## src/rtl/uart_seq_pkg.sv

```systemverilog
// rtl/uart_seq_pkg.sv - shared state encoding and trailer characters for the UART TX sequencer
// Optional CR/LF trailer is enabled by defining UART_SEQ_CRLF_EN.
package uart_seq_pkg;

  typedef enum logic [2:0] {
    ST_IDLE      = 3'd0,
    ST_MSG_LOAD  = 3'd1,
    ST_MSG_SEND  = 3'd2,
    ST_ECHO_SEND = 3'd3
`ifdef UART_SEQ_CRLF_EN
    ,
    ST_CRLF      = 3'd4
`endif
  } seq_state_t;

`ifdef UART_SEQ_CRLF_EN
  localparam logic [7:0] ASCII_CR = 8'h0D;
  localparam logic [7:0] ASCII_LF = 8'h0A;
`endif

endpackage

```

## src/rtl/uart_echo_fifo.sv

```systemverilog
// rtl/uart_echo_fifo.sv - synchronous echo FIFO with combinational head output
module uart_echo_fifo #(
  parameter int DATA_W = 8,
  parameter int DEPTH  = 4
) (
  input  logic              clk,
  input  logic              rst_n,
  input  logic              push,
  input  logic              pop,
  input  logic [DATA_W-1:0] din,
  output logic [DATA_W-1:0] dout,
  output logic              empty,
  output logic              full
);

  localparam int AW = $clog2(DEPTH);

  logic [DATA_W-1:0] mem [DEPTH];
  logic [AW:0]       wr_ptr;
  logic [AW:0]       rd_ptr;
  logic              wr_en;
  logic              rd_en;

  // Extra pointer MSB distinguishes full from empty when the addresses match.
  assign empty = (wr_ptr == rd_ptr);
  assign full  = (wr_ptr[AW] != rd_ptr[AW]) && (wr_ptr[AW-1:0] == rd_ptr[AW-1:0]);
  assign rd_en = pop & ~empty;
  // A pop in the same cycle frees the head slot, so a push into a full FIFO is still taken.
  assign wr_en = push & (~full | rd_en);
  assign dout  = mem[rd_ptr[AW-1:0]];

  // Storage write; contents need no reset since the pointers define validity.
  always_ff @(posedge clk) begin
    if (wr_en) mem[wr_ptr[AW-1:0]] <= din;
  end

  // Pointer update, wrapping naturally through the extra MSB.
  always_ff @(posedge clk or negedge rst_n) begin
    if (!rst_n) begin
      wr_ptr <= '0;
      rd_ptr <= '0;
    end else begin
      if (wr_en) wr_ptr <= wr_ptr + (AW+1)'(1);
      if (rd_en) rd_ptr <= rd_ptr + (AW+1)'(1);
    end
  end

endmodule

```

## src/rtl/uart_tx_sequencer.sv

```systemverilog
// rtl/uart_tx_sequencer.sv - sends ROM messages on printf toggles and echoes received bytes
// Define UART_SEQ_CRLF_EN to append 0x0D,0x0A after every message.
module uart_tx_sequencer
  import uart_seq_pkg::*;
#(
  parameter int DATA_W     = 8,
  parameter int MSG_LEN    = 16,
  parameter int IDX_W      = 8,
  parameter int ECHO_DEPTH = 4
) (
  input  logic              clk,
  input  logic              rst_n,
  input  logic              printf,
  input  logic [DATA_W-1:0] msg_char,
  input  logic              tx_ready,
  input  logic [DATA_W-1:0] rx_data,
  input  logic              rx_valid,
  output logic [IDX_W-1:0]  o_msg_idx,
  output logic [DATA_W-1:0] o_tx_data,
  output logic              o_tx_valid,
  output logic              o_busy,
  output logic              o_echo_overflow
);

  localparam logic [IDX_W-1:0] LAST_IDX = IDX_W'(MSG_LEN - 1);

  seq_state_t        state, state_d;
  logic              printf_q;
  logic              pend;
  logic              pend_clr;
  logic              toggle;
  logic              xfer;
  logic [IDX_W-1:0]  idx_d;
  logic [DATA_W-1:0] tx_data_d;
  logic              tx_valid_d;
  logic              fifo_pop;
  logic              fifo_empty;
  logic              fifo_full;
  logic [DATA_W-1:0] fifo_head;
`ifdef UART_SEQ_CRLF_EN
  logic              crlf_lf, crlf_lf_d;
`endif

  assign toggle = printf ^ printf_q;
  assign xfer   = o_tx_valid & tx_ready;
  assign o_busy = (state != ST_IDLE);

  uart_echo_fifo #(
    .DATA_W (DATA_W),
    .DEPTH  (ECHO_DEPTH)
  ) u_echo_fifo (
    .clk   (clk),
    .rst_n (rst_n),
    .push  (rx_valid),
    .pop   (fifo_pop),
    .din   (rx_data),
    .dout  (fifo_head),
    .empty (fifo_empty),
    .full  (fifo_full)
  );

  // Print request capture: any toggles before service collapse into a single pending flag.
  always_ff @(posedge clk or negedge rst_n) begin
    if (!rst_n) begin
      printf_q <= 1'b0;
      pend     <= 1'b0;
    end else begin
      printf_q <= printf;
      if (toggle)        pend <= 1'b1;
      else if (pend_clr) pend <= 1'b0;
    end
  end

  // Sticky flag for an RX byte lost to a full FIFO with no simultaneous pop.
  always_ff @(posedge clk or negedge rst_n) begin
    if (!rst_n)                                    o_echo_overflow <= 1'b0;
    else if (rx_valid && fifo_full && !fifo_pop) o_echo_overflow <= 1'b1;
  end

  // Sequencer next-state and next-output logic; print requests win over pending echoes.
  always_comb begin
    state_d    = state;
    idx_d      = o_msg_idx;
    tx_data_d  = o_tx_data;
    tx_valid_d = o_tx_valid;
    pend_clr   = 1'b0;
    fifo_pop   = 1'b0;
`ifdef UART_SEQ_CRLF_EN
    crlf_lf_d  = crlf_lf;
`endif
    case (state)
      ST_IDLE: begin
        if (pend) begin
          pend_clr = 1'b1;
          idx_d    = '0;
          state_d  = ST_MSG_LOAD;
        end else if (!fifo_empty) begin
          tx_data_d  = fifo_head;
          tx_valid_d = 1'b1;
          state_d    = ST_ECHO_SEND;
        end
      end
      ST_MSG_LOAD: begin
        tx_data_d  = msg_char;
        tx_valid_d = 1'b1;
        state_d    = ST_MSG_SEND;
      end
      ST_MSG_SEND: begin
        if (xfer) begin
          tx_valid_d = 1'b0;
          if (o_msg_idx == LAST_IDX) begin
            idx_d = '0;
`ifdef UART_SEQ_CRLF_EN
            crlf_lf_d = 1'b0;
            state_d   = ST_CRLF;
`else
            state_d   = ST_IDLE;
`endif
          end else begin
            idx_d   = o_msg_idx + IDX_W'(1);
            state_d = ST_MSG_LOAD;
          end
        end
      end
      ST_ECHO_SEND: begin
        if (xfer) begin
          tx_valid_d = 1'b0;
          fifo_pop   = 1'b1;
          state_d    = ST_IDLE;
        end
      end
`ifdef UART_SEQ_CRLF_EN
      ST_CRLF: begin
        if (!o_tx_valid) begin
          tx_data_d  = crlf_lf ? DATA_W'(ASCII_LF) : DATA_W'(ASCII_CR);
          tx_valid_d = 1'b1;
        end else if (xfer) begin
          tx_valid_d = 1'b0;
          if (crlf_lf) state_d = ST_IDLE;
          else         crlf_lf_d = 1'b1;
        end
      end
`endif
      default: begin
        tx_valid_d = 1'b0;
        state_d    = ST_IDLE;
      end
    endcase
  end

  // State and registered TX outputs; reset drops o_tx_valid immediately.
  always_ff @(posedge clk or negedge rst_n) begin
    if (!rst_n) begin
      state      <= ST_IDLE;
      o_msg_idx  <= '0;
      o_tx_data  <= '0;
      o_tx_valid <= 1'b0;
`ifdef UART_SEQ_CRLF_EN
      crlf_lf    <= 1'b0;
`endif
    end else begin
      state      <= state_d;
      o_msg_idx  <= idx_d;
      o_tx_data  <= tx_data_d;
      o_tx_valid <= tx_valid_d;
`ifdef UART_SEQ_CRLF_EN
      crlf_lf    <= crlf_lf_d;
`endif
    end
  end

endmodule

```

## config.mk

```make
export PLATFORM = sky130hd
export DESIGN_NAME = uart_tx_sequencer
export DESIGN_NICKNAME = d
export VERILOG_FILES = /design/src/rtl/uart_seq_pkg.sv /design/src/rtl/uart_echo_fifo.sv /design/src/rtl/uart_tx_sequencer.sv
export SDC_FILE = /design/constraint.sdc
export NUM_CORES = 1
export LEC_CHECK = 0
export ABC_AREA = 1
export ABC_CLOCK_PERIOD_IN_PS = 1800
export CAP_MARGIN = 20
export CORE_MARGIN = 5
export CORE_UTILIZATION = 34
export DETAILED_ROUTE_END_ITERATION = 8
export PLACE_DENSITY = 0.55
export SYNTH_ARGS = -nofsm -noshare
export SYNTH_HDL_FRONTEND = slang
export SYNTH_SLANG_ARGS = --single-unit
```

## constraint.sdc

```tcl
create_clock -name clk -period 1.8 [get_ports clk]
set_input_delay 0.45 -clock clk [delete_from_list [all_inputs] [get_ports clk]]
set_output_delay 0.45 -clock clk [all_outputs]
set_load 0.02 [all_outputs]
```

# After elaboration in Yosys (flattened, before gate mapping)
# Memories as Yosys holds them, arrays and structs flattened.
# Cells that the tools add are included.
op_classes:
  add_sub_neg: 3
  eq_ne: 14
  mux: 25
  bitwise: 7
  reduce_logical: 14
op_table:
  columns: ["op", "n"]
  rows:
  - ["2-to-1 mux 8 bit", 5]
  - ["one-hot mux 8 bit (2 select lines)", 2]
  - ["2-to-1 mux 1 bit", 12]
  - ["2-to-1 mux 3 bit", 4]
  - ["one-hot mux 3 bit (4 select lines)", 1]
  - ["AND reduction 3 bit", 4]
  - ["inequality test 2 bit, second input constant", 5]
  - ["adder 8 x 1 -> 8 bit, second input constant", 1]
  - ["== test 8 x 4 -> 1 bit, second input constant", 1]
  - ["adder 3 x 1 -> 3 bit, second input constant", 2]
  - ["== test 3 x 2 -> 1 bit, second input constant", 2]
  - ["nonzero test 2 bit", 3]
  - ["AND 1 bit", 3]
  - ["== test 3 x 1 -> 1 bit, second input constant", 1]
  - ["== test 3 bit", 1]
  - ["logical AND 1 bit", 3]
  - ["logical NOT 3 bit", 1]
  - ["inequality test 3 bit, second input constant", 1]
  - ["one-hot mux 1 bit (3 select lines)", 1]
  - ["nonzero test 3 bit", 1]
  - ["== test 2 bit", 1]
  - ["inequality test 2 x 1 -> 1 bit, second input constant", 1]
  - ["NOT 1 bit", 2]
  - ["OR reduction 2 bit", 1]
  - ["4 further kinds", 4]
totals:
  regBits: 29
  ram_bits: 32
  input_bits: 21
  output_inout_bits: 19
  elab_cells: 73
  mem_count: 1
mem_list:
  columns: ["name", "words", "word_bits", "read_ports", "rd_clocked_by_memory_dff", "write_ports", "line_no", "rtl"]
  rows:
  - ["u_echo_fifo.mem", 4, 8, 1, 0, 1, "uart_echo_fifo.sv:18", "logic [DATA_W-1:0] mem [DEPTH];"]

# Longest topological paths before layout
# Gate-level depths: netlist of run 1.
depth:
  word_depth: 8
  depth_mapped: 10
  mapped_depth_nobuf: 9

# Cells and area by module
# Synthesis of run 1 repeated with hierarchy kept, for this count alone.
unflattened:
  cells_unflattened: 310
  hier_area_um2: 2864.0
by_module_without_submodules:
  columns: ["module", "instances", "cells_each", "area_each_um2", "seq_area_each_um2"]
  rows:
  - ["uart_echo_fifo", 1, 137, 1625.3, 1111.1]
  - ["uart_tx_sequencer", 1, 173, 1238.7, 550.5]

# Worst setup path after synthesis of run 1
# No wires, ideal clock.
synth_timing:
  kind: "flip-flop to flip-flop"
  from: "register o_tx_valid"
  to: "memory u_echo_fifo.mem[0][0], enable pin"
  setup_time_ns: 0.371
  arrival_ns: 1.394
  t_required_ns: 1.429
  setup_slack_ns: 0.035
  path_stages_with_launch: 7
  path_buffers: 0
  period_less_slack_ns: 1.765
  path_cell_list: "dfrtp_1 nand2_1 nor3_2 nor2_1 nand2_2 nand2_4 nor2_1"
synth_via:
  elab_chain_len: 8
synth_lines:
  columns: ["element", "line_no", "rtl"]
  rows:
  - ["start: declaration", "uart_tx_sequencer.sv:20", "output logic o_tx_valid,"]
  - ["start signal: assignment", "uart_tx_sequencer.sv:165", "o_tx_valid <= tx_valid_d;"]
  - ["AND 1 bit", "uart_tx_sequencer.sv:45", "assign xfer = o_tx_valid & tx_ready;"]
  - ["2-to-1 mux 1 bit", "uart_tx_sequencer.sv:126", "if (xfer) begin"]
  - ["2-to-1 mux 1 bit", "uart_tx_sequencer.sv:91", "case (state)"]
  - ["AND 1 bit", "uart_echo_fifo.sv:27", "assign rd_en = pop & ~empty;"]
  - ["OR 1 bit", "uart_echo_fifo.sv:29", "assign wr_en = push & (~full | rd_en);"]
  - ["AND 1 bit", "uart_echo_fifo.sv:29", null]
  - ["2-to-1 mux 1 bit", "uart_echo_fifo.sv:34", "if (wr_en) mem[wr_ptr[AW-1:0]] <= din;"]
  - ["2-to-1 mux 1 bit (not written as such)", "uart_echo_fifo.sv:34", null]
  - ["end: declaration", "uart_echo_fifo.sv:18", null]
# No other way between the ends.

# Worst setup path in the final report of run 1
layout_timing:
  from: "register o_tx_data[1]"
  to: "output port o_tx_data[1]"
layout_rtl:
  columns: ["element", "line_no", "rtl"]
  rows:
  - ["start: declaration", "uart_tx_sequencer.sv:19", "output logic [DATA_W-1:0] o_tx_data,"]
  - ["start signal: assignment", "uart_tx_sequencer.sv:164", "o_tx_data <= tx_data_d;"]
# No word-level cell between the ends.

==> results of run 1 <==
[what timing repair did]
item	4_1_cts	5_1_grt
endpoints found under the setup margin	9	7
pin swaps	0	0
resized for setup	9	9
[registers in the layout, summed over array words and instances, names as in the netlist, 2 cells and up]
| name | flops |
|---|---|
| u_echo_fifo.mem | 32 |
| o_msg_idx | 8 |
| o_tx_data | 8 |
| u_echo_fifo.rd_ptr | 3 |
| u_echo_fifo.wr_ptr | 3 |
| state | 2 |
[final timing paths]
check	end	slack, ns
setup / recovery	o_tx_data[1]	0.06
min in group asynchronous	o_tx_data[7]$_DFFE_PN0P_	0.49
hold / removal	o_tx_data[0]$_DFFE_PN0P_	0.48
setup reg to reg	u_echo_fifo.mem[3][7]$_DFFE_PP_	0.21
max in group asynchronous	state[1]$_DFFE_PN0P_	1.01
hold reg to reg	o_tx_data[0]$_DFFE_PN0P_	0.48
[final cells by class]
class / instances / area share [%]
inverter: 27 / 2.82
sequential: 60 / 45.2
clock inverter: 7 / 2.21
clock buffer: 9 / 3.36
multi-input combinational: 202 / 27.9
timing repair buffer: 60 / 15.0
tap: 105 / 3.57
[metrics by stage]
stage / setup slack, ns / util [%]
2_1_floorplan: 0.0348 / -
3_3_place_gp: -0.182 / 42.5
3_5_place_dp: -0.171 / 42.5
4_1_cts: 0.0147 / 44.8
5_1_grt: 0.00257 / 45.1
6_report: 0.0557 / 45.1
[routing by layer]
layer	share of wire (%)	routed length, µm	up-vias	track usage (%)
met4	0.98	59	0	3.68
met5	0	0	-	0
met1	46	2750	950	16.5
li1	-	-	1108	-
met2	48	2870	52	19.9
met3	5.6	337	5	4.13
[tightest hold or removal path: stages (launching register included)]
cell	delay [ns]
dfrtp_1	0.34
nand2_1	0.05
nand2_1	0.05
[kinds of logic (layout without fill, tap and decap cells)]
group | count (synthesis) | count (layout) | share of synthesized area (%)
and+or+nand+nor | 175 | 175 | 28.1
DFF | 60 | 60 | 58.6
buffers and inverters | 33 | 103 | 5.25
AOI/OAI and AO/OA | 14 | 14 | 3.22
xor gates and xnor gates | 7 | 7 | 2.16
adders and majority gates | 6 | 6 | 2.65
[synthesized netlist by cell type (all sizes together)]
master / number / share of area (%)
nand2: 102 / 14
nand3: 46 / 8.3
edfxtp: 32 / 34
dfrtp: 28 / 25
inv: 26 / 3.5
nor2: 18 / 3.2
o21ai: 8 / 1.7
buf: 6 / 1.6
ha: 6 / 2.6
a21oi: 4 / 0.97
nand4: 4 / 0.88
nor3: 4 / 1.2
xnor2: 4 / 1.2
xor2: 3 / 0.93
a31o: 1 / 0.31
clkinv: 1 / 0.13
nor3b: 1 / 0.26
o211ai: 1 / 0.26
[power breakdown]
group          leakage [nW]  internal (mW)  switching, mW
logic                 0.963           1.03           1.49
registers             0.638           1.85          0.234
clock network         0.101          0.657          0.577
==> impl_metrics.ini, run 1 <==
[worst_setup_path]
path_cells = clkdlybuf4s50_1
setup.worst_path.class = flop to output port
worst_path_dominant_cell_family = buffers and inverters
critPathSlowestCell = clkdlybuf4s50_1
timing.critical_path.from = o_tx_data[1]$_DFFE_PN0P_
worst-path-buf-inv = 1
worst_r2r_path_depth = 9
path_depth = 1
worst_path_largest_cell_delay_ns = 0.60
timing.critical_path.fanout_max = 2
required_ns = 1.35
critical_path.startpoint_type = flop
worst_setup_path_end_kind = output port
cp_data_arrival_time_ns = 1.29
crit-reg2reg-launch = u_echo_fifo.wr_ptr[0]$_DFFE_PN0P_

[placed_design]
post_dp_cell_area_um2 = 3470
routabilityCongestion = 0.814
buffer_ports.inserted = 39
numPlacedInstances = 454
dpl_wire_length_um = 4690

[yosys]
yosysSeqAreaShare_pct = 58.6
yosys_register_bits = 60
syn_area_per_cell_um2 = 9.62
syn_inst = 295
postSynthNetCount = 322
synth.lib_cells_used.distinct = 30
synthesis.area_um2 = 2840
yosysWarningCount = 0

[layout]
final_design_area_no_fill_um2 = 3680
finalNonFillerCells = 470
layout.cells.most_common_list = 97 x nand2_1, 45 x nand3_1, 32 x edfxtp_1, 26 x dfrtp_1
multi_input_comb_area_um2 = 1030
syn2layout_area_growth_pct = 29.9
final_net_count = 387
drive_gt1_share_pct = 16.4
seqCellArea_um2 = 1660
number_of_fill_cells = 800
final_common_cell = nand2_1
insertedDiodeCount = 0

[timing]
post-route-period-util_pct = 96.9
worst_clock_skew_ns = 0.0126
setup_violators_final = 0
max-slew-margin-rel_pct = 76.1
finalMaxSlewViolations = 0
finalCriticalPeriod_ns = 1.74
final.setup.tns_ns = 0
tightestPinTransition_ns = 0.359
whs_ns = 0.476
setup_repair_after_global_routing_missed_its_margin = no
timing.fmax_mhz = 573
finalHoldViolations = 0

[global_routing]
initial_antenna_violation_count = 0
grt_overflow = 0
grt_pass1_vias = 2009
global_routing_usage_summed_across_all_routing_layers_pct = 12.6
grt_first_pass_wirelength_um = 9890
grt_start_max_net_pins = 29

[route]
routed_wirelength_um = 6020
detail_route.vias_per_cell = 4.50
drc_errors = 0
postRouteAntennaNets = 0
initialDrtViolationCount = 133
drt_first_pass_iters = 5
wire_length_per_cell_um = 12.8
route.vias.total = 2115

[floorplanning]
fp-row-count = 33
core-area_um2 = 8180
top_level_port_count = 40
die_area_um2 = 10300
die-width_um = 101
start_util_pct = 34.7
die-height_um = 101

[clock_tree]
numCtsBuffers = 9
post-cts-setup-buffer-count = 0
clkSinkCount = 60
htree_num_levels = 3
clkTransAtPathRegs_ns = 0.08
ctsHoldBuffers = 0
ctsLongestPathBuffers = 2
worst_skew_pair.late_latency_ns = 0.34
cts_tree = done
cts.root.buffer_cell = clkbuf_8

[power]
cellLeakagePower_nw = 1.70
power_density_nw_per_um2 = 1580
max-vdd-ir-drop_v = 0.000478
finalPower_mw = 5.84

[status]
outcome = complete, no violations

[hold_path]
hold_path_startpoint = o_tx_data[0]$_DFFE_PN0P_
worst_hold_path.num_cells = 2
hold_class = flop to flop

[job]
max-cap-violations = 0
(Power assumes the default switching activity.)
==> run 2, diff against run 1 <==
CAP_MARGIN = unset   (was 20)
CORE_UTILIZATION = 44   (was 34)
PLACE_DENSITY = 0.68   (was 0.55)
==> run 2 against run 1 <==
Net effect:
- setup slack worse by 0.0075 ns
- flip-flop and latch count stayed put
- non-clock buffer count is 1 lower
- combinational power hardly changed
- critical path type unchanged
- critical endpoint is now o_tx_data[0]
- highest routed layer unchanged
==> impl_metrics.ini, run 2 (synthesis gave the netlist of run 1 again) <==
[floorplanning]
fp-row-count = 29
core-area_um2 = 6310
start_util_pct = 44.9
die_area_um2 = 8150
top_level_port_count = 40
die-width_um = 90.3
die-height_um = 90.3

[power]
finalPower_mw = 5.92
max-vdd-ir-drop_v = 0.000853
cellLeakagePower_nw = 1.71
power_density_nw_per_um2 = 1620

[layout]
finalNonFillerCells = 441
largest_register_ffs = 32
final_common_cell = nand2_1
final_design_area_no_fill_um2 = 3660
number_of_fill_cells = 569
seqCellArea_um2 = 1660
layout.cells.most_common_list = 97 x nand2_1, 45 x nand3_1, 32 x edfxtp_1, 27 x dfrtp_1, 24 x inv_1
drive_gt1_share_pct = 15.9
insertedDiodeCount = 0
postLayoutCoreUtil_pct = 57.9
multi_input_comb_area_um2 = 1030
final_net_count = 386
syn2layout_area_growth_pct = 28.9

[global_routing]
grt_pass1_vias = 2115
grt_overflow = 0
grt_start_max_net_pins = 29
global_routing_usage_summed_across_all_routing_layers_pct = 15.8
grt_first_pass_wirelength_um = 10200
initial_antenna_violation_count = 0

[route]
routed_wirelength_um = 6040
drc_errors = 0
postRouteAntennaNets = 0
route.vias.total = 2184
wire_length_per_cell_um = 13.7
initialDrtViolationCount = 62
drt_first_pass_iters = 4
detail_route.vias_per_cell = 4.95

[timing]
whs_ns = 0.487
setup_violators_final = 0
tightestPinTransition_ns = 0.357
final.setup.tns_ns = 0
finalHoldViolations = 0
worst_clock_skew_ns = 0.00753
finalCriticalPeriod_ns = 1.75
max-slew-margin-rel_pct = 76.2
finalMaxSlewViolations = 0
setup_repair_after_global_routing_missed_its_margin = no
post-route-period-util_pct = 97.3
timing.fmax_mhz = 571
crit_path_setup_slack_layout_ns = 0.0482

[job]
max-cap-violations = 0

[placed_design]
numPlacedInstances = 425
post_dp_cell_area_um2 = 3430
buffer_ports.inserted = 39
dpl_wire_length_um = 4640
place_worst_setup_slack_ns = -0.175
routabilityCongestion = 0.858

[worst_setup_path]
critPathSlowestCell = clkdlybuf4s50_1
worst_setup_path_end_kind = output port
cp_data_arrival_time_ns = 1.30
path_cells = clkdlybuf4s50_1
worst-path-buf-inv = 1
required_ns = 1.35
timing.critical_path.fanout_max = 2
worst_path_dominant_cell_family = buffers and inverters
setup.worst_path.class = flop to output port
critical_path.startpoint_type = flop
worst_path_largest_cell_delay_ns = 0.61

[clock_tree]
worst_skew_pair.late_latency_ns = 0.34
numCtsBuffers = 9
htree_num_levels = 3
cts_tree = done
cts.root.buffer_cell = clkbuf_8
clkTransAtPathRegs_ns = 0.07
ctsHoldBuffers = 0
clkSinkCount = 60
ctsLongestPathBuffers = 2

[hold_path]
hold_class = input port to async pin

[status]
outcome = complete, no violations
run 2: cell types whose count changed in the layout (fill, tap and decap cells not counted), sizes merged:
cell	before	now
buf	21	20
bufinv	1	2
clkdlybuf4s50	24	23
clkinv	3	4
dlygate4sd2	8	9
inv	29	27
run 2: cell type report:
| cell class | count | area share (%) |
|---|---|---|
| sequential | 60 | 45.5 |
| multi-input combinational | 202 | 28.1 |
| timing repair buffer | 59 | 14.9 |
| clock buffer | 9 | 3.39 |
| inverter | 27 | 2.84 |
| clock inverter | 7 | 2.70 |
| tap | 77 | 2.64 |
run 2: path summary, 6_finish.rpt:
check | depth (start not counted) | slack, ns | end | startpoint
max in group asynchronous | 2 | 1.03 | state[0]$_DFFE_PN0P_ | rst_n
hold reg to reg | 2 | 0.49 | o_tx_data[5]$_DFFE_PN0P_ | o_tx_data[5]$_DFFE_PN0P_
hold / removal | 2 | 0.49 | o_tx_data[3]$_DFFE_PN0P_ | rst_n
setup reg to reg | 9 | 0.20 | u_echo_fifo.mem[0][3]$_DFFE_PP_ | u_echo_fifo.wr_ptr[0]$_DFFE_PN0P_
min in group clk | 2 | 0.49 | o_tx_data[5]$_DFFE_PN0P_ | o_tx_data[5]$_DFFE_PN0P_
setup / recovery | 1 | 0.05 | o_tx_data[0] | o_tx_data[0]$_DFFE_PN0P_
run 2: power breakdown:
group	switching [mW]	leakage [nW]	internal, mW	total (mW)
logic	1.47	0.962	1.00	2.48
registers	0.245	0.638	1.85	2.10
clock network	0.565	0.110	0.786	1.35
total	2.28	1.71	3.64	5.92
run 2: routing by layer:
layer / routed length (µm) / track usage, % / vias to the layer above
li1: - / - / 1106
met1: 2730 / 19.8 / 1013
met2: 2900 / 24.9 / 53
met3: 278 / 5.17 / 12
met4: 127 / 7.07 / 0
met5: 0 / 0 / -
run 2: what timing repair did:
item                                    4_1_cts  5_1_grt
buffers inserted                              0        0
pin swaps                                     0        0
resized for setup                            10        8
endpoints found under the setup margin       10        7
